$ cat src/rtl/pipe_stage_buf_if.sv
// Valid/ready handshake bundle for pipe_stage_buf: upstream push side and downstream pop side.
// master = producer/consumer environment, slave = the buffer itself.
interface pipe_stage_buf_if #(
  parameter int DATA_W = 64
);
  logic              in_valid_i;
  logic              in_ready_o;
  logic [DATA_W-1:0] in_data_i;
  logic              out_valid_o;
  logic              out_ready_i;
  logic [DATA_W-1:0] out_data_o;

  modport master (
    output in_valid_i, in_data_i, out_ready_i,
    input  in_ready_o, out_valid_o, out_data_o
  );

  modport slave (
    input  in_valid_i, in_data_i, out_ready_i,
    output in_ready_o, out_valid_o, out_data_o
  );
endinterface

$ cat src/rtl/pipe_stage_buf.sv
// Elastic 2-entry skid-buffered pipeline stage with flush, bubble/hold stall and NOP payload.
// Optional stall/flush performance counters are enabled by defining PIPE_STAGE_BUF_PERF_EN.
module pipe_stage_buf #(
  parameter int                DATA_W     = 64,
  parameter logic [DATA_W-1:0] NOP_VALUE  = '0,
  parameter int                STALL_MODE = 0,
  parameter int                CNT_W      = 16
) (
  input  logic              clk,
  input  logic              rst,
  pipe_stage_buf_if.slave   bus,
  input  logic              flush_i,
  input  logic              stall_i,
  output logic              bubble_o,
  output logic [1:0]        occupancy_o,
  output logic [CNT_W-1:0]  stall_cnt_o,
  output logic [CNT_W-1:0]  flush_cnt_o
);

  localparam logic [1:0] ST_EMPTY = 2'd0;
  localparam logic [1:0] ST_ONE   = 2'd1;
  localparam logic [1:0] ST_TWO   = 2'd2;

  logic [1:0]        state;
  logic [DATA_W-1:0] main_q;
  logic [DATA_W-1:0] skid_q;
  logic              holding;
  logic              state_bad;
  logic              push;
  logic              pop;

  assign holding   = (state == ST_ONE) || (state == ST_TWO);
  assign state_bad = (state == 2'd3);

  // Upstream ready never looks at out_ready_i, which is what breaks the ready chain.
  assign bus.in_ready_o = (state != ST_TWO) && !stall_i && !flush_i;
  assign push           = bus.in_valid_i && bus.in_ready_o;
  assign pop            = holding && bus.out_ready_i && !stall_i && !flush_i;
  assign occupancy_o    = state;

  always_comb begin
    bus.out_valid_o = holding;
    bus.out_data_o  = main_q;
    bubble_o        = 1'b0;
    if (stall_i && (STALL_MODE == 0)) begin
      bus.out_valid_o = 1'b0;
      bus.out_data_o  = NOP_VALUE;
      bubble_o        = 1'b1;
    end
  end

  always_ff @(posedge clk or negedge rst) begin
    if (!rst) begin
      state  <= ST_EMPTY;
      main_q <= NOP_VALUE;
      skid_q <= NOP_VALUE;
    end else if (flush_i || state_bad) begin
      state  <= ST_EMPTY;
      main_q <= NOP_VALUE;
      skid_q <= NOP_VALUE;
    end else if (!stall_i) begin
      case (state)
        ST_EMPTY: begin
          if (push) begin
            state  <= ST_ONE;
            main_q <= bus.in_data_i;
          end
        end
        ST_ONE: begin
          if (push && pop) begin
            main_q <= bus.in_data_i;
          end else if (push) begin
            state  <= ST_TWO;
            skid_q <= bus.in_data_i;
          end else if (pop) begin
            state  <= ST_EMPTY;
            main_q <= NOP_VALUE;
          end
        end
        ST_TWO: begin
          if (pop) begin
            state  <= ST_ONE;
            main_q <= skid_q;
            skid_q <= NOP_VALUE;
          end
        end
        default: begin
          state  <= ST_EMPTY;
          main_q <= NOP_VALUE;
          skid_q <= NOP_VALUE;
        end
      endcase
    end
  end

`ifdef PIPE_STAGE_BUF_PERF_EN
  logic [CNT_W-1:0] stall_cnt;
  logic [CNT_W-1:0] flush_cnt;

  // Saturating counters; flush_i deliberately leaves them alone.
  always_ff @(posedge clk or negedge rst) begin
    if (!rst) begin
      stall_cnt <= '0;
      flush_cnt <= '0;
    end else begin
      if (stall_i && (stall_cnt != '1)) begin
        stall_cnt <= stall_cnt + CNT_W'(1);
      end
      if (flush_i && (state != ST_EMPTY) && (flush_cnt != '1)) begin
        flush_cnt <= flush_cnt + CNT_W'(1);
      end
    end
  end

  assign stall_cnt_o = stall_cnt;
  assign flush_cnt_o = flush_cnt;
`else
  assign stall_cnt_o = '0;
  assign flush_cnt_o = '0;
`endif

endmodule
$ cat src/flat_wrapper.sv
// flat-port wrapper written by rule: the top's interface ports become plain ports
module pipe_stage_buf_flat 
#(
  parameter int                DATA_W     = 64,
  parameter logic [DATA_W-1:0] NOP_VALUE  = '0,
  parameter int                STALL_MODE = 0,
  parameter int                CNT_W      = 16
)
  (clk, rst, flush_i, stall_i, bubble_o, occupancy_o, stall_cnt_o, flush_cnt_o, bus_in_valid_i, bus_in_data_i, bus_out_ready_i, bus_in_ready_o, bus_out_valid_o, bus_out_data_o);
  pipe_stage_buf_if #(.DATA_W(DATA_W)) bus_i ();
  input  logic clk;
  input  logic rst;
  input  logic flush_i;
  input  logic stall_i;
  output logic bubble_o;
  output logic [1:0] occupancy_o;
  output logic [CNT_W-1:0] stall_cnt_o;
  output logic [CNT_W-1:0] flush_cnt_o;
  input wire logic [$bits(bus_i.in_valid_i)-1:0] bus_in_valid_i;
  input wire logic [$bits(bus_i.in_data_i)-1:0] bus_in_data_i;
  input wire logic [$bits(bus_i.out_ready_i)-1:0] bus_out_ready_i;
  output wire logic [$bits(bus_i.in_ready_o)-1:0] bus_in_ready_o;
  output wire logic [$bits(bus_i.out_valid_o)-1:0] bus_out_valid_o;
  output wire logic [$bits(bus_i.out_data_o)-1:0] bus_out_data_o;
  assign bus_i.in_valid_i = bus_in_valid_i;
  assign bus_i.in_data_i = bus_in_data_i;
  assign bus_i.out_ready_i = bus_out_ready_i;
  assign bus_in_ready_o = bus_i.in_ready_o;
  assign bus_out_valid_o = bus_i.out_valid_o;
  assign bus_out_data_o = bus_i.out_data_o;
  pipe_stage_buf #(.DATA_W(DATA_W), .NOP_VALUE(NOP_VALUE), .STALL_MODE(STALL_MODE), .CNT_W(CNT_W)) u_core (.clk(clk), .rst(rst), .bus(bus_i), .flush_i(flush_i), .stall_i(stall_i), .bubble_o(bubble_o), .occupancy_o(occupancy_o), .stall_cnt_o(stall_cnt_o), .flush_cnt_o(flush_cnt_o));
endmodule
$ cat config.mk
export PLATFORM = sky130hd
export DESIGN_NAME = pipe_stage_buf_flat
export DESIGN_NICKNAME = d
export VERILOG_FILES = /design/src/rtl/pipe_stage_buf_if.sv /design/src/rtl/pipe_stage_buf.sv /design/src/flat_wrapper.sv
export SDC_FILE = /design/constraint.sdc
export NUM_CORES = 1
export LEC_CHECK = 0
export CORE_MARGIN = 2
export CORE_UTILIZATION = 55
export CTS_BUF_LIST = sky130_fd_sc_hd__clkbuf_8
export DETAILED_ROUTE_END_ITERATION = 7
export DONT_BUFFER_PORTS = 1
export HOLD_SLACK_MARGIN = 0.06
export PLACE_DENSITY = 0.7
export SLEW_MARGIN = 10
export SYNTH_ARGS = -nofsm -noshare
export SYNTH_HDL_FRONTEND = slang
export SYNTH_SLANG_ARGS = --single-unit
$ cat constraint.sdc
create_clock -name clk -period 5.8 [get_ports clk]
set_clock_uncertainty 0.05 [all_clocks]
set_input_delay 1.74 -clock clk [delete_from_list [all_inputs] [get_ports clk]]
set_output_delay 1.74 -clock clk [all_outputs]
set_load 0.01 [all_outputs]
== After elaboration in Yosys (flattened, before gate mapping) ==
Index checks and enable logic that the tools add are counted.
Storage, ports and cells
  bits in registers: 130
  bits in latches: 0
  bits in writable memories: 0
  memory bits (read-only): 0
  input bits: 70
  output and inout port bits: 101
  word-level logic and storage cells: 54
  memories: 0
Cells by class
  add/sub/neg operators: 0
  $mul: 0
  div/mod/pow operators: 0
  $lt $le $gt $ge: 0
  eq/ne operators: 13
  shift operators: 0
  multiplexer cells: 23
  bitwise gates (word level): 0
  reduce and logical (&&, ||, !) cells: 15
Operator list (count)
  64-bit two-way mux: 11
  64-bit case mux with 3 select lines: 2
  5-bit AND reduction: 3
  2-bit two-way mux: 7
  1-bit logical AND: 7
  3-bit by 2-bit inequality test with 1-bit output (second input constant): 2
  2-bit case mux with 3 select lines: 1
  2-bit equality test (second input constant): 2
  2-bit by 1-bit inequality test with 1-bit output (second input constant): 2
  4-bit by 2-bit inequality test with 1-bit output (second input constant): 1
  4-bit by 3-bit inequality test with 1-bit output (second input constant): 1
  4-bit inequality test (second input constant): 1
  3-bit by 1-bit inequality test with 1-bit output (second input constant): 1
  3-bit inequality test (second input constant): 1
  2-bit by 1-bit equality test with 1-bit output (second input constant): 1
  1-bit logical NOT: 2
  2-bit logical NOT: 1
  1-bit logical OR: 2
  1-bit two-way mux: 2
  2-bit inequality test (second input constant): 1

== Longest topological paths before layout ==
Gate-level depths: netlist of run 1.
  word-level depth: 11
  mapped depth: 9
  gate-level depth less buffers: 6

== Worst setup path after synthesis of run 1 ==
Ideal clock, no wire load.
  path kind: input -> output
  start point: in stall_i
  end point: out bus_out_data_o[11]
  arrival: 2.421 ns
  data required time: 4.010 ns
  slack: 1.589 ns
  stages: 4
  path buffers: 3
  cells stage by stage: buf_6 -> buf_2 -> clkbuf_1 -> nor2b_1
On the way
  word-level cells in the longest chain between the ends: 1
RTL lines
  start, declared: RTL line flat_wrapper.sv:14  | input logic stall_i;
  64-bit two-way mux: RTL line pipe_stage_buf.sv:45  | if (stall_i && (STALL_MODE == 0)) begin
  end, declared: RTL line flat_wrapper.sv:24  | output wire logic [$bits(bus_i.out_data_o)-1:0] bus_out_data_o;
No other way between the ends.

== Worst setup path in the final report of run 1 ==
  start point: in stall_i
  end point: out bus_in_ready_o
On the way
  word-level cells in the longest chain between the ends: 3
RTL lines
  1-bit logical NOT: RTL line pipe_stage_buf.sv:36  | assign bus.in_ready_o = (state != ST_TWO) && !stall_i && !flush_i;
  1-bit logical AND (2 in a row): RTL line pipe_stage_buf.sv:36
  end, declared: RTL line flat_wrapper.sv:22  | output wire logic [$bits(bus_i.in_ready_o)-1:0] bus_in_ready_o;
No other way between the ends.

==> metrics.md, run 1 <==
| Metric | Value |
|---|---|
| Antenna violations before repair | `0` |
| Worst hold path class | `register to register` |
| Peak Freq | `257 MHz` |
| Slew @ Worst Pin | `0.925 ns` |
| M1 WL | `6270 um` |
| Final Wtd Congestion | `0.763` |
| Share of layout cells above drive strength 1 | `14.2%` |
| Chip width | `111 um` |
| Residual DRC count | `0` |
| TNS Setup | `0 ns` |
| Slew HR | `38.2%` |
| Total power draw | `2.60 mW` |
| Hold depth | `1` |
| Insertion delay to the later sink of the worst-skew pair | `0.43 ns` |
| CTS H-tree depth | `4` |
| Peak VDD IR | `0.288 mV` |
| DR WL met3 | `1050 um` |
| Synthesized area | `6310 um2` |
| Port Buffer Count | `0` |
| Sequential cell area fraction in the yosys report | `51.6%` |
| Vias in the first global route | `4149` |
| DR top layer | `met4` |
| Max-slew violation count | `0` |
| Die height | `111 um` |
| Global-route wire length before repair | `22400 um` |
| Reg area | `3250 um2` |
| Pre-Repair DR Iteration Count | `5` |
| Syn avg cell area | `12.4 um2` |
| Crit Path Max Fanout | `74` |
| Worst Setup Path Type | `input port to primary output` |
| Critical R2R Capture | `u_core.main_q[3]$_DFFE_PN0P_` |
| Most used DFF post-synth | `dfrtp_1` |
| MaxCap Viol Count | `0` |
| Crit path time final | `3.89 ns` |
| Critical path data arrival time | `2.10 ns` |
| Row count | `39` |
| Starting Density | `55.7%` |
| # clock sinks | `130` |
| Top delay family on crit path | `simple AND/OR/NAND/NOR gates` |
| Crit path max-delay cell type | `nor3_1` |
| Wire length on met2 | `6320 um` |
| Status | `complete, no violations` |
| Hpwl dp | `8060 um` |
| # diodes | `0` |
| RSZ-0062 raised after global routing | `no` |
| Reg-to-reg setup timing slack | `2.05 ns` |
| Leakage | `2.96 nW` |
| Worst Hold Endpoint | `u_core.main_q[7]$_DFFE_PN0P_` |
| Die area | `12300 um2` |
| Routed Antenna Nets | `0` |
| Worst-path cell chain | `nor3_1` |
| Pin count of the biggest net entering global routing | `131` |
| All-Layer GR Usage | `22.9%` |
| Synth warnings | `0` |
| Fill cell count | `935` |
| Deepest clock path buffer count | `2` |
| Synth Instances | `507` |
| Startpoint of the worst hold path | `u_core.main_q[7]$_DFFE_PN0P_` |
| Iter 0 DRT Violations | `371` |
| Total CTS buffers | `17` |
| NumNets Final | `555` |
| Ports | `171` |
| Area of the multi-input gates | `2580 um2` |
| DR vias/cell | `6.42` |
| Endpoint class of the critical path | `primary output` |
| Final setup fails | `0` |
| Power per cell area | `400 nW/um2` |
| Startpoint types | `input port` |
| Routed wire length | `13800 um` |
| Number of flops mapped to enable cells by yosys | `0` |
| Core Box Area | `11300 um2` |
| Worst r2r src | `u_core.occupancy_o[0]$_DFFE_PN0P_` |
| Worst Path Buf+Inv | `0` |
| Max incr delay on CP | `0.34 ns` |
| Root Buffer | `clkbuf_8` |
| # hold bufs at CTS | `0` |
| Synth-to-Final Area Change | `3.21%` |
| Final period utilization | `67.0%` |
| FF-to-FF path depth | `8` |
| Fin. Hold Viols | `0` |
| CP required | `4.01 ns` |
| Wire per inst | `21.7 um` |
| #FFs+latches synth | `130` |
| Via Count | `4080` |
| Post_cts resized | `0` |
| Post-synth ARST share | `100%` |
| Synth cell types | `40` |
| CTS tree | `done` |
| Post-CTS setup repair buffer count | `0` |
| CTS clock-pin slew for the worst setup and hold paths | `0.06 ns` |
| Total gr overflow | `0` |
-- stage by stage --
| stage | instance area [um2] | std cells | setup WS (ns) | util (%) | hold WS (ns) |
|---|---|---|---|---|---|
| after global placement | 6060 | 604 | 1.83 | 53.5 | 0.413 |
| after global routing | 6510 | 636 | 1.81 | 57.5 | 0.444 |
| after floorplan | 6420 | 538 | 1.59 | - | 0.399 |
| after CTS | 6510 | 636 | 1.93 | 57.5 | 0.436 |
| after detailed placement | 6060 | 604 | 1.81 | 53.5 | 0.416 |
| final | 6510 | 636 | 1.91 | 57.5 | 0.431 |
-- where the power goes --
| part | switching, mW | total, mW | internal (mW) | leakage [nW] |
|---|---|---|---|---|
| clock network | 0.336 | 0.863 | 0.527 | 0.235 |
| logic | 0.479 | 0.690 | 0.211 | 0.919 |
| registers | 0.0603 | 1.05 | 0.991 | 1.80 |
-- placed cells by master (no fill, tap or decap), types with 6 or more instances in the layout --
master     Yosys  routed
conb_1         1      32
nor2b_1       64      64
clkbuf_8       1      19
a22o_1        59      59
inv_1          3       6
o2bb2ai_2     20      20
a22oi_1       64      64
o2bb2ai_1     44      44
dfrtp_1      130     130
-- registers in the layout (all words and copies together) (netlist names) --
register and cells:
u_core.occupancy_o 2, u_core.main_q 64, u_core.skid_q 64
-- per-layer routing --
metal,vias to the layer above,track usage (%)
met5,-,0
met4,0,6.34
met3,12,8.26
met2,156,35.2
met1,2099,31.2
li1,1813,-
-- synthesized netlist by cell type (3+ instances only) --
cell type / number / area [um2]
buf_4: 34 / 255
ha_1: 5 / 62.6
a22o_1: 59 / 517
a22o_2: 5 / 50.1
a22oi_1: 64 / 480
dfrtp_1: 130 / 3250
buf_2: 9 / 45.0
o2bb2ai_1: 44 / 385
clkbuf_1: 20 / 75.1
o2bb2ai_2: 20 / 300
buf_6: 18 / 203
inv_1: 3 / 11.3
nor2b_1: 64 / 400
-- cell type report --
type	count	area share, %
flip-flops and latches	130	50.0
clock buffers	19	4.02
multi-input cells	323	39.6
well taps	143	2.75
repair buffers	5	0.577
inverters	3	0.173
clock inverters	13	2.94
-- cell families after synthesis --
| kind of cell | synth area share, % |
|---|---|
| DFF | 51.6 |
| buffers and inverters | 9.56 |
| adders and majority gates | 0.992 |
| and+or+nand+nor | 8.15 |
| AOI/OAI and AO/OA | 29.7 |
| other | 0.0595 |
-- how the worst max path moves through the flow --
stage | startpoint | to | slack (ns) | depth (start not counted)
4_1_cts | stall_i | bus_in_ready_o | 1.93 | 1
3_3_place_gp | stall_i | u_core.skid_q[3]$_DFFE_PN0P_ | 1.83 | 5
6_report | stall_i | bus_in_ready_o | 1.91 | 1
2_1_floorplan | stall_i | bus_out_data_o[11] | 1.59 | 4
5_1_grt | u_core.occupancy_o[0]$_DFFE_PN0P_ | u_core.main_q[3]$_DFFE_PN0P_ | 1.81 | 8
3_5_place_dp | stall_i | u_core.main_q[56]$_DFFE_PN0P_ | 1.81 | 5
Power figures use the tool's default switching activity.
==> inputs of run 2 (changes only) <==
Settings changed: PLACE_DENSITY 0.7 to 0.73.
Clock period 5.8 ns to 3.13 ns, I/O delays scaled along.
==> metrics.md, run 2 (synthesis results as in run 1) <==
| Metric | Value |
|---|---|
| Status | `complete, no violations` |
| Endpoint class of the critical path | `primary output` |
| Final period utilization | `93.8%` |
| Die height | `111 um (unchanged)` |
| Synth-to-Final Area Change | `4.07%` |
| CP required | `2.14 ns (-1.87 ns)` |
| Power per cell area | `723 nW/um2 (+81%)` |
| # hold bufs at CTS | `0 (unchanged)` |
| Die area | `12300 um2 (unchanged)` |
| Leakage | `2.98 nW (+0.83%)` |
| Post_cts resized | `0 (unchanged)` |
| Crit path time final | `2.94 ns` |
| Worst hold path class | `input port to async pin` |
| Total gr overflow | `0 (unchanged)` |
| Core Box Area | `11300 um2 (unchanged)` |
| Peak Freq | `341 MHz` |
| TNS Setup | `0 ns (unchanged)` |
| Worst-path cell chain | `inv_1 -> ha_2 -> buf_4 -> nor3_1` |
| Ports | `171 (unchanged)` |
| Final Wtd Congestion | `0.768 (+0.71%)` |
| Critical path data arrival time | `1.95 ns (-0.15 ns)` |
| Insertion delay to the later sink of the worst-skew pair | `0.44 ns (about the same)` |
| Iter 0 DRT Violations | `346 (-6.7%)` |
| CTS clock-pin slew for the worst setup and hold paths | `0.07 ns (about the same)` |
| DR vias/cell | `6.39 (-0.42%)` |
| Residual DRC count | `0 (unchanged)` |
| Post-CTS setup repair buffer count | `0 (unchanged)` |
| Pin count of the biggest net entering global routing | `131 (unchanged)` |
| RSZ-0062 raised after global routing | `no` |
| Wire per inst | `22.0 um (+1.8%)` |
| # diodes | `0 (unchanged)` |
| Startpoint types | `register` |
| Slew @ Worst Pin | `0.573 ns (-0.352 ns)` |
| Worst Setup Path Type | `register to primary output` |
| Max-slew violation count | `0 (unchanged)` |
| NumNets Final | `563 (+1.4%)` |
| Total CTS buffers | `17 (unchanged)` |
| Peak VDD IR | `0.465 mV (+62%)` |
| Port Buffer Count | `0 (unchanged)` |
| Commonest non-fill, non-tap cell in the layout | `dfrtp_1` |
| Crit Path Max Fanout | `30 (-59%)` |
| Pre-Repair DR Iteration Count | `4 (-1)` |
| # clock sinks | `130 (unchanged)` |
| Global-route wire length before repair | `23200 um (+3.3%)` |
| Crit path max-delay cell type | `dfrtp_1` |
| Max incr delay on CP | `0.50 ns (+0.16 ns)` |
| Hpwl dp | `8580 um (+6.5%)` |
| Vias in the first global route | `4275 (+3.0%)` |
| Fill cell count | `948 (+1.4%)` |
| Slew HR | `61.7% (+24 points)` |
| CTS H-tree depth | `4 (unchanged)` |
| Antenna violations before repair | `0 (unchanged)` |
| Routed wire length | `14200 um (+3.1%)` |
| Post-layout util | `58.0% (+0.48 points)` |
| Final setup fails | `0 (unchanged)` |
| MaxCap Viol Count | `0 (unchanged)` |
| Reg area | `3250 um2 (unchanged)` |
| Share of layout cells above drive strength 1 | `16.0% (+1.8 points)` |
| All-Layer GR Usage | `23.7% (+0.77 points)` |
| Root Buffer | `clkbuf_8` |
| Chip width | `111 um (unchanged)` |
| Area of the multi-input gates | `2580 um2 (unchanged)` |
| Fin. Hold Viols | `0 (unchanged)` |
| Starting Density | `55.7% (unchanged)` |
| Via Count | `4114 (+0.83%)` |
| CTS tree | `done` |
| Routed Antenna Nets | `0 (unchanged)` |
| Commonest non-fill, non-tap cells in the layout | `130 x dfrtp_1, 64 x nor2b_1, 64 x a22oi_1` |
| Deepest clock path buffer count | `2 (unchanged)` |
| Row count | `39 (unchanged)` |
==> run 2: cell count changes in the layout (fill, tap and decap cells not counted) <==
cell	change
clkbuf_8	+3
inv_1	-2
clkinv_2	+1
buf_4	+5
buf_12	+3
clkinvlp_4	+1
bufinv_16	-3
==> run 2: path summary, 6_finish.rpt <==
path | from | to | slack (ns) | depth (start not counted)
hold reg to reg | u_core.main_q[20]$_DFFE_PN0P_ | u_core.main_q[20]$_DFFE_PN0P_ | 0.43 | 1
setup / recovery | u_core.occupancy_o[0]$_DFFE_PN0P_ | bus_in_ready_o | 0.19 | 4
max in group asynchronous | rst | u_core.skid_q[41]$_DFFE_PN0P_ | 2.76 | 0
min in group clk | u_core.main_q[20]$_DFFE_PN0P_ | u_core.main_q[20]$_DFFE_PN0P_ | 0.43 | 1
hold / removal | rst | u_core.main_q[52]$_DFFE_PN0P_ | 0.14 | 0
setup reg to reg | u_core.occupancy_o[0]$_DFFE_PN0P_ | u_core.main_q[4]$_DFFE_PN0P_ | 0.45 | 7
==> run 2: report_power, final <==
group / internal (mW) / switching, mW
Clock: 0.805 / 0.637
Combinational: 0.448 / 0.902
Sequential: 1.84 / 0.117
==> run 2: layout make-up <==
class	count	area share [%]
Inverter	3	0.172
Sequential cell	130	49.6
Multi-Input combinational cell	323	39.2
Timing Repair Buffer	13	2.06
Tap cell	143	2.73
Clock buffer	22	4.61
Clock inverter	10	1.62
==> run 2: layer usage <==
metal  track usage [%]  up-vias  share of wire (%)
li1                  -     1811                  -
met1              30.8     2113                 42
met2              37.5      171                 49
met3              9.19       19                8.6
met4              6.58        0                1.2
met5                 0        -                  0
==> run 2: worst max-delay path, delay by kind of cell, from the launching register on <==
| kind | cells | cell delay (ns) |
|---|---|---|
| flops | 1 | 0.50 |
| simple gates | 1 | 0.39 |
| buf+inv | 2 | 0.38 |
| fa+ha+maj | 1 | 0.24 |
==> run 2: stage by stage <==
step / cells / worst slack (ns) / area [um2] / hold slack, ns / total power [mW]
after floorplan: 538 / 0.521 / 6420 / 0.399 / 3.13
after global placement: 612 / 0.387 / 6150 / 0.413 / 3.31
after detailed placement: 612 / 0.354 / 6150 / 0.417 / 3.34
after CTS: 644 / 0.141 / 6560 / 0.115 / 4.79
after global routing: 644 / 0.0639 / 6560 / 0.0976 / 5.00
final: 644 / 0.193 / 6560 / 0.141 / 4.74
==> inputs of run 3 (changes only) <==
Settings changed: CTS_BUF_LIST sky130_fd_sc_hd__clkbuf_8 to sky130_fd_sc_hd__clkbuf_4 sky130_fd_sc_hd__clkbuf_8 sky130_fd_sc_hd__clkbuf_16.
==> metrics.md, run 3 (synthesis results as in run 1) <==
| Metric | Value |
|---|---|
| Port Buffer Count | `0 (unchanged)` |
| Routed wire length | `14400 um (+1.3%)` |
| Via Count | `4118 (+0.097%)` |
| Commonest non-fill, non-tap cells in the layout | `130 x dfrtp_1, 64 x nor2b_1, 64 x a22oi_1` |
| Synth-to-Final Area Change | `7.16%` |
| Worst-path cell chain | `inv_1 -> ha_2 -> buf_4 -> nor3_1` |
| Slew HR | `63.5% (+1.8 points)` |
| Slew @ Worst Pin | `0.540 ns (-0.0327 ns)` |
| Pin count of the biggest net entering global routing | `131 (unchanged)` |
| CTS H-tree depth | `4 (unchanged)` |
| Clock share of power | `37.5% (+7.1 points)` |
| Max-slew violation count | `0 (unchanged)` |
| Final period utilization | `92.7% (-1.1 points)` |
| Die area | `12300 um2 (unchanged)` |
| Ports | `171 (unchanged)` |
| Share of layout cells above drive strength 1 | `16.2% (+0.20 points)` |
| Deepest clock path buffer count | `2 (unchanged)` |
| Pre-Repair DR Iteration Count | `6 (+2)` |
| Core Box Area | `11300 um2 (unchanged)` |
| Worst Setup Path Type | `register to primary output` |
| Critical path data arrival time | `1.91 ns (-0.04 ns)` |
| Power per cell area | `784 nW/um2 (+8.5%)` |
| Crit path time final | `2.90 ns (-0.0358 ns)` |
| Top delay family on crit path | `flip-flops` |
| # hold bufs at CTS | `0 (unchanged)` |
| Dpl cells | `612 (unchanged)` |
| Wire per inst | `22.3 um (+1.3%)` |
| Hpwl dp | `8580 um (unchanged)` |
| Total CTS buffers | `17 (unchanged)` |
| Crit path max-delay cell type | `dfrtp_1` |
| All-Layer GR Usage | `24.1% (+0.37 points)` |
| Global-route wire length before repair | `23500 um (+1.3%)` |
| CP required | `2.14 ns (about the same)` |
| Row count | `39 (unchanged)` |
| Die height | `111 um (unchanged)` |
| Starting Density | `55.7% (unchanged)` |
| TNS Setup | `0 ns (unchanged)` |
| Peak VDD IR | `0.490 mV (+5.4%)` |
| Crit Path Max Fanout | `30 (unchanged)` |
| MaxCap Viol Count | `0 (unchanged)` |
| Peak Freq | `345 MHz (+1.2%)` |
| CTS clock-pin slew for the worst setup and hold paths | `0.06 ns (about the same)` |
| Worst Path Buf+Inv | `2 (unchanged)` |
| Commonest non-fill, non-tap cell in the layout | `dfrtp_1` |
| Vias in the first global route | `4321 (+1.1%)` |
| Worst hold path class | `input port to async pin` |
| CTS tree | `done` |
| # diodes | `0 (unchanged)` |
| Leakage | `3.07 nW (+2.9%)` |
| Net Sw Frac | `32.7% (-2.2 points)` |
| Status | `complete, no violations` |
| DR vias/cell | `6.39 (about the same)` |
| Flop pwr share | `36.9% (-4.3 points)` |
| Post_cts resized | `0 (unchanged)` |
| Endpoint class of the critical path | `primary output` |
| NumNets Final | `563 (unchanged)` |
| Final Wtd Congestion | `0.768 (unchanged)` |
| Chip width | `111 um (unchanged)` |
| Insertion delay to the later sink of the worst-skew pair | `0.41 ns (-0.03 ns)` |
| Net switching power | `1.73 mW (+4.6%)` |
| Residual DRC count | `0 (unchanged)` |
| Total power draw | `5.30 mW (+12%)` |
| Startpoint types | `register` |
| Fill cell count | `926 (-2.3%)` |
| Post-CTS setup repair buffer count | `0 (unchanged)` |
| RSZ-0062 raised after global routing | `no` |
| Max incr delay on CP | `0.50 ns (about the same)` |
| # clock sinks | `130 (unchanged)` |
| Cell internal pwr | `3.57 mW (+16%)` |
| Iter 0 DRT Violations | `425 (+23%)` |
| Antenna violations before repair | `0 (unchanged)` |
| Total gr overflow | `0 (unchanged)` |
| Non-filler cells in the finished layout | `644 (unchanged)` |
| Routed Antenna Nets | `0 (unchanged)` |
| Fin. Hold Viols | `0 (unchanged)` |
| Final setup fails | `0 (unchanged)` |
| Root Buffer | `clkbuf_16` |
| Combinational Power Share | `25.6% (-2.9 points)` |
==> run 3: routing by layer <==
layer,vias to the layer above,wire length [um],global-route usage [%]
met1,2118,6070,31.8
li1,1819,-,-
met5,-,0,0
met2,167,7110,37.7
met4,0,167,8.23
met3,14,1050,8.04
==> run 3: path summary, 6_finish.rpt <==
check | from | end | slack [ns] | cells past startpoint
min in group clk | u_core.main_q[20]$_DFFE_PN0P_ | u_core.main_q[20]$_DFFE_PN0P_ | 0.43 | 1
max reg2reg | u_core.occupancy_o[0]$_DFFE_PN0P_ | u_core.main_q[4]$_DFFE_PN0P_ | 0.45 | 7
max in group asynchronous | rst | u_core.main_q[37]$_DFFE_PN0P_ | 2.71 | 0
min reg2reg | u_core.main_q[20]$_DFFE_PN0P_ | u_core.main_q[20]$_DFFE_PN0P_ | 0.43 | 1
min | rst | u_core.main_q[61]$_DFFE_PN0P_ | 0.17 | 0
max | u_core.occupancy_o[0]$_DFFE_PN0P_ | bus_in_ready_o | 0.23 | 4
==> run 3: area by class of cell <==
class                      count  area (um2)  area share (%)
multi-input combinational    323        2580            38.1
timing repair buffer          13         135            2.00
inverter                       3        11.3           0.167
sequential                   130        3250            48.1
clock inverter                 9         103            1.52
clock buffer                  23         502            7.42
tap                          143         179            2.65
==> run 3: power groups by stage <==
stage,clock (mW),combinational (mW),sequential [mW]
2_1_floorplan,0,1.19,1.94
3_3_place_gp,0,1.33,1.97
3_5_place_dp,0,1.37,1.98
4_1_cts,2.02,1.36,1.96
5_1_grt,2.10,1.49,1.97
6_report,1.99,1.36,1.96
==> run 3: worst register-to-register path: cells and delay by family, from the launching register on <==
family / cells / cell delay (ns)
compound gates: 2 / 0.59
buf+inv: 2 / 0.41
fa+ha+maj: 1 / 0.24
flops: 1 / 0.50
simple gates: 2 / 0.76
==> run 3: per-stage QoR <==
stage                     setup slack [ns]  hold WS, ns  utilization (%)  cell area (um2)
after global placement               0.387        0.413             54.4             6150
after floorplan                      0.521        0.399                -             6420
final                                0.229        0.175             59.7             6760
after detailed placement             0.354        0.417             54.4             6150
after global routing                 0.118        0.152             59.7             6760
after CTS                            0.185        0.156             59.7             6760
==> edit 1, RTL diff (config.mk and constraints of run 3) <==
Add a define of `PIPE_STAGE_BUF_PERF_EN`.
--- a/src/rtl/pipe_stage_buf.sv
+++ b/src/rtl/pipe_stage_buf.sv
@@ -1,5 +1,7 @@
 // Elastic 2-entry skid-buffered pipeline stage with flush, bubble/hold stall and NOP payload.
 // Optional stall/flush performance counters are enabled by defining PIPE_STAGE_BUF_PERF_EN.
+`define PIPE_STAGE_BUF_PERF_EN
+
 module pipe_stage_buf #(
   parameter int                DATA_W     = 64,
   parameter logic [DATA_W-1:0] NOP_VALUE  = '0,
Function: changed (a bounded check fails within 4 cycles, from zero or initial values and one cycle with rst low).
==> edit 1 against run 3 <==
- cell area increased by 26%
- sequential power increased by 24%
- sequential cell count rose by 32
- synthesized cell count increased by 36%
- final cell count is 33% higher
- power grew 0.80%
- setup slack improved by 39 ps
- area after synthesis up 25%
- routed wire length grew 31%
- largest cell class unchanged
==> edit 1: results (changes against run 3) <==
* Vias in the first global route at 5,746 (was 4,321)
* DP HPWL at 11.8 mm (was 8.58 mm)
* Layout fillers at 1,079 (was 926)
* Synth Cell Area at 7900 um^2 (was 6310 um^2)
* Non-clock buffer share at 1.39% (was 2.00%)
* Total gr overflow at 0 (unchanged)
* R2r setup slk at 280 ps (was 450 ps)
* Fin nets at 739 (was 563)
* Crit path capture: bus_in_ready_o (unchanged)
* Setup Slack @ Placement at 220 ps (was 354 ps)
* Sw Share at 26.4% (was 32.7%)
* Detailed Routing Iterations Pass 1 at 5 (was 6)
* Combinational Power at 702 uW (was 1.36 mW)
* Layout clock area frac at 7.32% (was 8.94%)
* Maximum VDD drop at 0.000374 V (was 0.000490 V)
* Sequential area share after synthesis at 51.3% (was 51.6%)
* CP Max Fanout at 31 (was 30)
* Top cells by count, synth: dfrtp_1, a22o_1, a21oi_1 (was dfrtp_1, a22oi_1, nor2b_1)
* Area of the multi-input gates at 3500 um^2 (was 2580 um^2)
* Inverters at 6 (was 3)
* Vias per inst at 6.68 (was 6.39)
* Buffers, non-clock at 12 (was 13)
* Worst R2R End: u_core.skid_q[24]$_DFFE_PN0P_ (was u_core.main_q[4]$_DFFE_PN0P_)
* Area contributors post-synth: dfrtp_1, a22o_1, o2bb2ai_1, nor2b_1, a21oi_1 (was dfrtp_1, a22o_1, a22oi_1, nor2b_1, o2bb2ai_1)
* Layout cells sized above 1 at 10.2% (was 16.2%)
* # setup viols final at 0 (unchanged)
* # diodes at 0 (unchanged)
* P_sw at 1.41 mW (was 1.73 mW)
* Pwr/cell area at 625 nW/um^2 (was 784 nW/um^2)
* Clock buffers at 21 (was 23)
* Final GP Congestion at 0.881 (was 0.768)
* Post-synthesis compound-gate area fraction at 28.8% (was 29.7%)
* Clock Sink Count at 162 (was 130)
* Netlist cell types at 50 (was 40)
* Max Freq at 349 MHz (was 345 MHz)
* Drt first-iter violations at 392 (was 425)
* Leakage dissipation at 3.84 nW (was 3.07 nW)
* Clock power frac at 41.4% (was 37.5%)
* Clock Path Buffers at 2 (unchanged)
* GR Util All Layers at 25.4% (was 24.1%)
* Post-synthesis adder-cell area fraction at 1.11% (was 0.992%)
* Seq area share at 47.4% (was 48.1%)
* Multi-input gate count at 463 (was 323)
* R2R depth at 8 (was 7)
* Largest net degree at the start of global routing at 163 (was 131)
* First-pass GRT wire length at 30.0 mm (was 23.5 mm)
* Post-Synth XOR/XNOR Area at 2.44% (was 0%)
* Routed WL at 18.8 mm (was 14.4 mm)
* Worst-Margin Slew at 1120 ps (was 540 ps)
* Mux contribution to synthesized area at 0.428% (was 0%)
* Status: finished clean (unchanged)
* CP Class: flop to output port (unchanged)
-- edit 1: cell count changes after synthesis, sizes merged, moves of 6 or more --
cell and change:
nand4 +6, nand3 +10, nor2 +10, nor3 +8
nand2 +11, and3 +6, dfrtp +32, clkbuf +9
a22oi -64, a22o +65, xnor2 +14, a21oi +70
buf -31, xor2 +8
-- edit 1: per-layer routing --
metal  routed length [um]  GRT usage, %  up-vias
met5                    0             0        -
met4                  439          11.8        0
met3                 1650          8.47       32
met2                 8790          38.5      220
met1                 7920          32.9     2880
li1                     -             -     2569
-- edit 1: critical path: stages (launching register included) --
cell	delay, ps
dfrtp_1	510
inv_1	120
ha_2	240
buf_4	250
nor3_2	330
-- edit 1: timing repair --
action                                  in CTS  in global routing
gates resized for setup                      0                  2
endpoints found under the setup margin       0                 33
buffers inserted                             0                  0
-- edit 1: stage by stage --
stage          hold slack (ps)  instances
2_1_floorplan              399        691
3_3_place_gp               415        823
3_5_place_dp               416        823
4_1_cts                    144        854
5_1_grt                    135        854
6_report                   158        854
==> edit 2, RTL diff (config.mk and constraints of run 3) <==
Without the edit above. `STALL_MODE` is set to 0 in 2 places; all go to 1.
--- a/src/rtl/pipe_stage_buf.sv
+++ b/src/rtl/pipe_stage_buf.sv
@@ -3,7 +3,7 @@
 module pipe_stage_buf #(
   parameter int                DATA_W     = 64,
   parameter logic [DATA_W-1:0] NOP_VALUE  = '0,
-  parameter int                STALL_MODE = 0,
+  parameter int                STALL_MODE = 1,
   parameter int                CNT_W      = 16
 ) (
   input  logic              clk,
--- a/src/flat_wrapper.sv
+++ b/src/flat_wrapper.sv
@@ -3,7 +3,7 @@
 #(
   parameter int                DATA_W     = 64,
   parameter logic [DATA_W-1:0] NOP_VALUE  = '0,
-  parameter int                STALL_MODE = 0,
+  parameter int                STALL_MODE = 1,
   parameter int                CNT_W      = 16
 )
   (clk, rst, flush_i, stall_i, bubble_o, occupancy_o, stall_cnt_o, flush_cnt_o, bus_in_valid_i, bus_in_data_i, bus_out_ready_i, bus_in_ready_o, bus_out_valid_o, bus_out_data_o);
Check against the original RTL: not equivalent (a bounded check fails within 4 cycles, from zero or initial values and one cycle with rst low).
==> edit 2 against run 3 <==
- cell area grew 11%
- worst hold slack lost 2.7 ps
- clock power grew 9.5%
- power grew 23%
- non-clock buffer count is the same
- global-route usage shrank 1.1 points
- area after synthesis grew 10%
- count of clock-buffer cells in the layout grew 1
- routed wire length grew 4.0%
- sequential cell count is the same
- setup slack gained 120 ps
==> edit 2: results (changes against run 3) <==
* Top cells by count, synth: dfrtp_1, nand2_1, o21ai_0 (was dfrtp_1, a22oi_1, nor2b_1)
* Status: finished clean (unchanged)
* Clock Path Buffers at 2 (unchanged)
* Non-filler cells, final at 865 (was 644)
* DP HPWL at 9.05 mm (was 8.58 mm)
* Final worst slack at 353 ps (was 229 ps)
* # diodes at 0 (unchanged)
* Area contributors post-synth: dfrtp_1, mux2i_1, o2bb2ai_2, nand2_1, o21ai_0 (was dfrtp_1, a22o_1, a22oi_1, nor2b_1, o2bb2ai_1)
* CP Max Fanout at 64 (was 30)
* Cells after synthesis at 700 (was 507)
* Worst-path clk slew at 60 ps (about the same)
* Worst path slowest cell: or4b_1 (was dfrtp_1)
* Drt first-iter violations at 346 (was 425)
* Placed Cells at 833 (was 612)
* Largest incremental delay on the critical path at 530 ps (was 500 ps)
* Vias per inst at 5.56 (was 6.39)
* Worst-skew pair later-pin latency at 410 ps (about the same)
* Async set-reset flop share out of synthesis at 100% (unchanged)
* GR Util All Layers at 23.0% (was 24.1%)
* Fin nets at 755 (was 563)
* Worst-Margin Slew at 715 ps (was 540 ps)
* First-pass GRT wire length at 24.4 mm (was 23.5 mm)
* Maximum VDD drop at 0.000489 V (was 0.000490 V)
* Detailed Routing Iterations Pass 1 at 4 (was 6)
* Layout fillers at 1,003 (was 926)
* Netlist cell types at 32 (was 40)
* Leakage dissipation at 3.40 nW (was 3.07 nW)
* Post-CTS Resized at 0 (unchanged)
* Crit path max-delay family: buffers and inverters (was flip-flops)
* WP data arrival at 3050 ps (was 1910 ps)
* Routed WL at 15.0 mm (was 14.4 mm)
* Layout cells sized above 1 at 13.3% (was 16.2%)
* Placement Cell Area at 6830 um^2 (was 6150 um^2)
* Sequential area share after synthesis at 46.9% (was 51.6%)
* CP Class: flop to flop (was flop to output port)
* Num CTS Buffers at 17 (unchanged)
* Final GP Congestion at 0.853 (was 0.768)
* Total gr overflow at 0 (unchanged)
* Setup Slack @ Placement at 415 ps (was 354 ps)
* Crit path capture: u_core.skid_q[19]$_DFFE_PN0P_ (was bus_in_ready_o)
* Vias in the first global route at 4,942 (was 4,321)
edit 2: per-stage QoR:
| stage | hold slack, ps | utilization (%) |
|---|---|---|
| 4_1_cts | 154 | 60.0 |
| 3_5_place_dp | 455 | 54.8 |
| 5_1_grt | 156 | 60.0 |
| 3_3_place_gp | 444 | 54.8 |
| 6_report | 172 | 60.0 |
| 2_1_floorplan | 434 | - |
edit 2: worst reg2reg max path: stages, from the launching register on:
cell and delay, ps:
dfrtp_1 480, inv_1 130, ha_1 310, or4b_1 530, o21ai_0 240, a21boi_4 250, buf_12 400, mux2i_1 310
edit 2: layer usage:
layer	routed length (um)	GRT usage, %
met1	6420	28.5
met2	7270	37.8
met3	1080	6.80
met4	199	9.52
met5	0	0
edit 2: cell families after synthesis:
group	count (synthesis)	share of synthesized area [%]
adder cells (fa/ha/maj)	5	0.902
other	1	0.0541
buffers and inverters	151	12.0
AND/OR/NAND/NOR	147	8.57
AO/OA/AOI/OAI	201	22.2
flip-flops	130	46.9
multiplexers	65	9.38
edit 2: layout make-up:
cell class | instances | area [um^2] | area share (%)
clock buffer | 24 | 503 | 6.72
clock inverter | 8 | 149 | 1.99
inverter | 67 | 251 | 3.36
multi-input combinational | 451 | 2990 | 40.0
sequential | 130 | 3250 | 43.5
tap | 172 | 215 | 2.88
timing repair buffer | 13 | 123 | 1.64
edit 2: report_power, final:
part           total, mW  switching (mW)  internal, mW  leakage, nW
sequential          2.56           0.428          2.13         1.76
combinational       1.79            1.10         0.693         1.32
clock               2.18           0.736          1.45        0.317
total               6.53            2.26          4.27         3.40
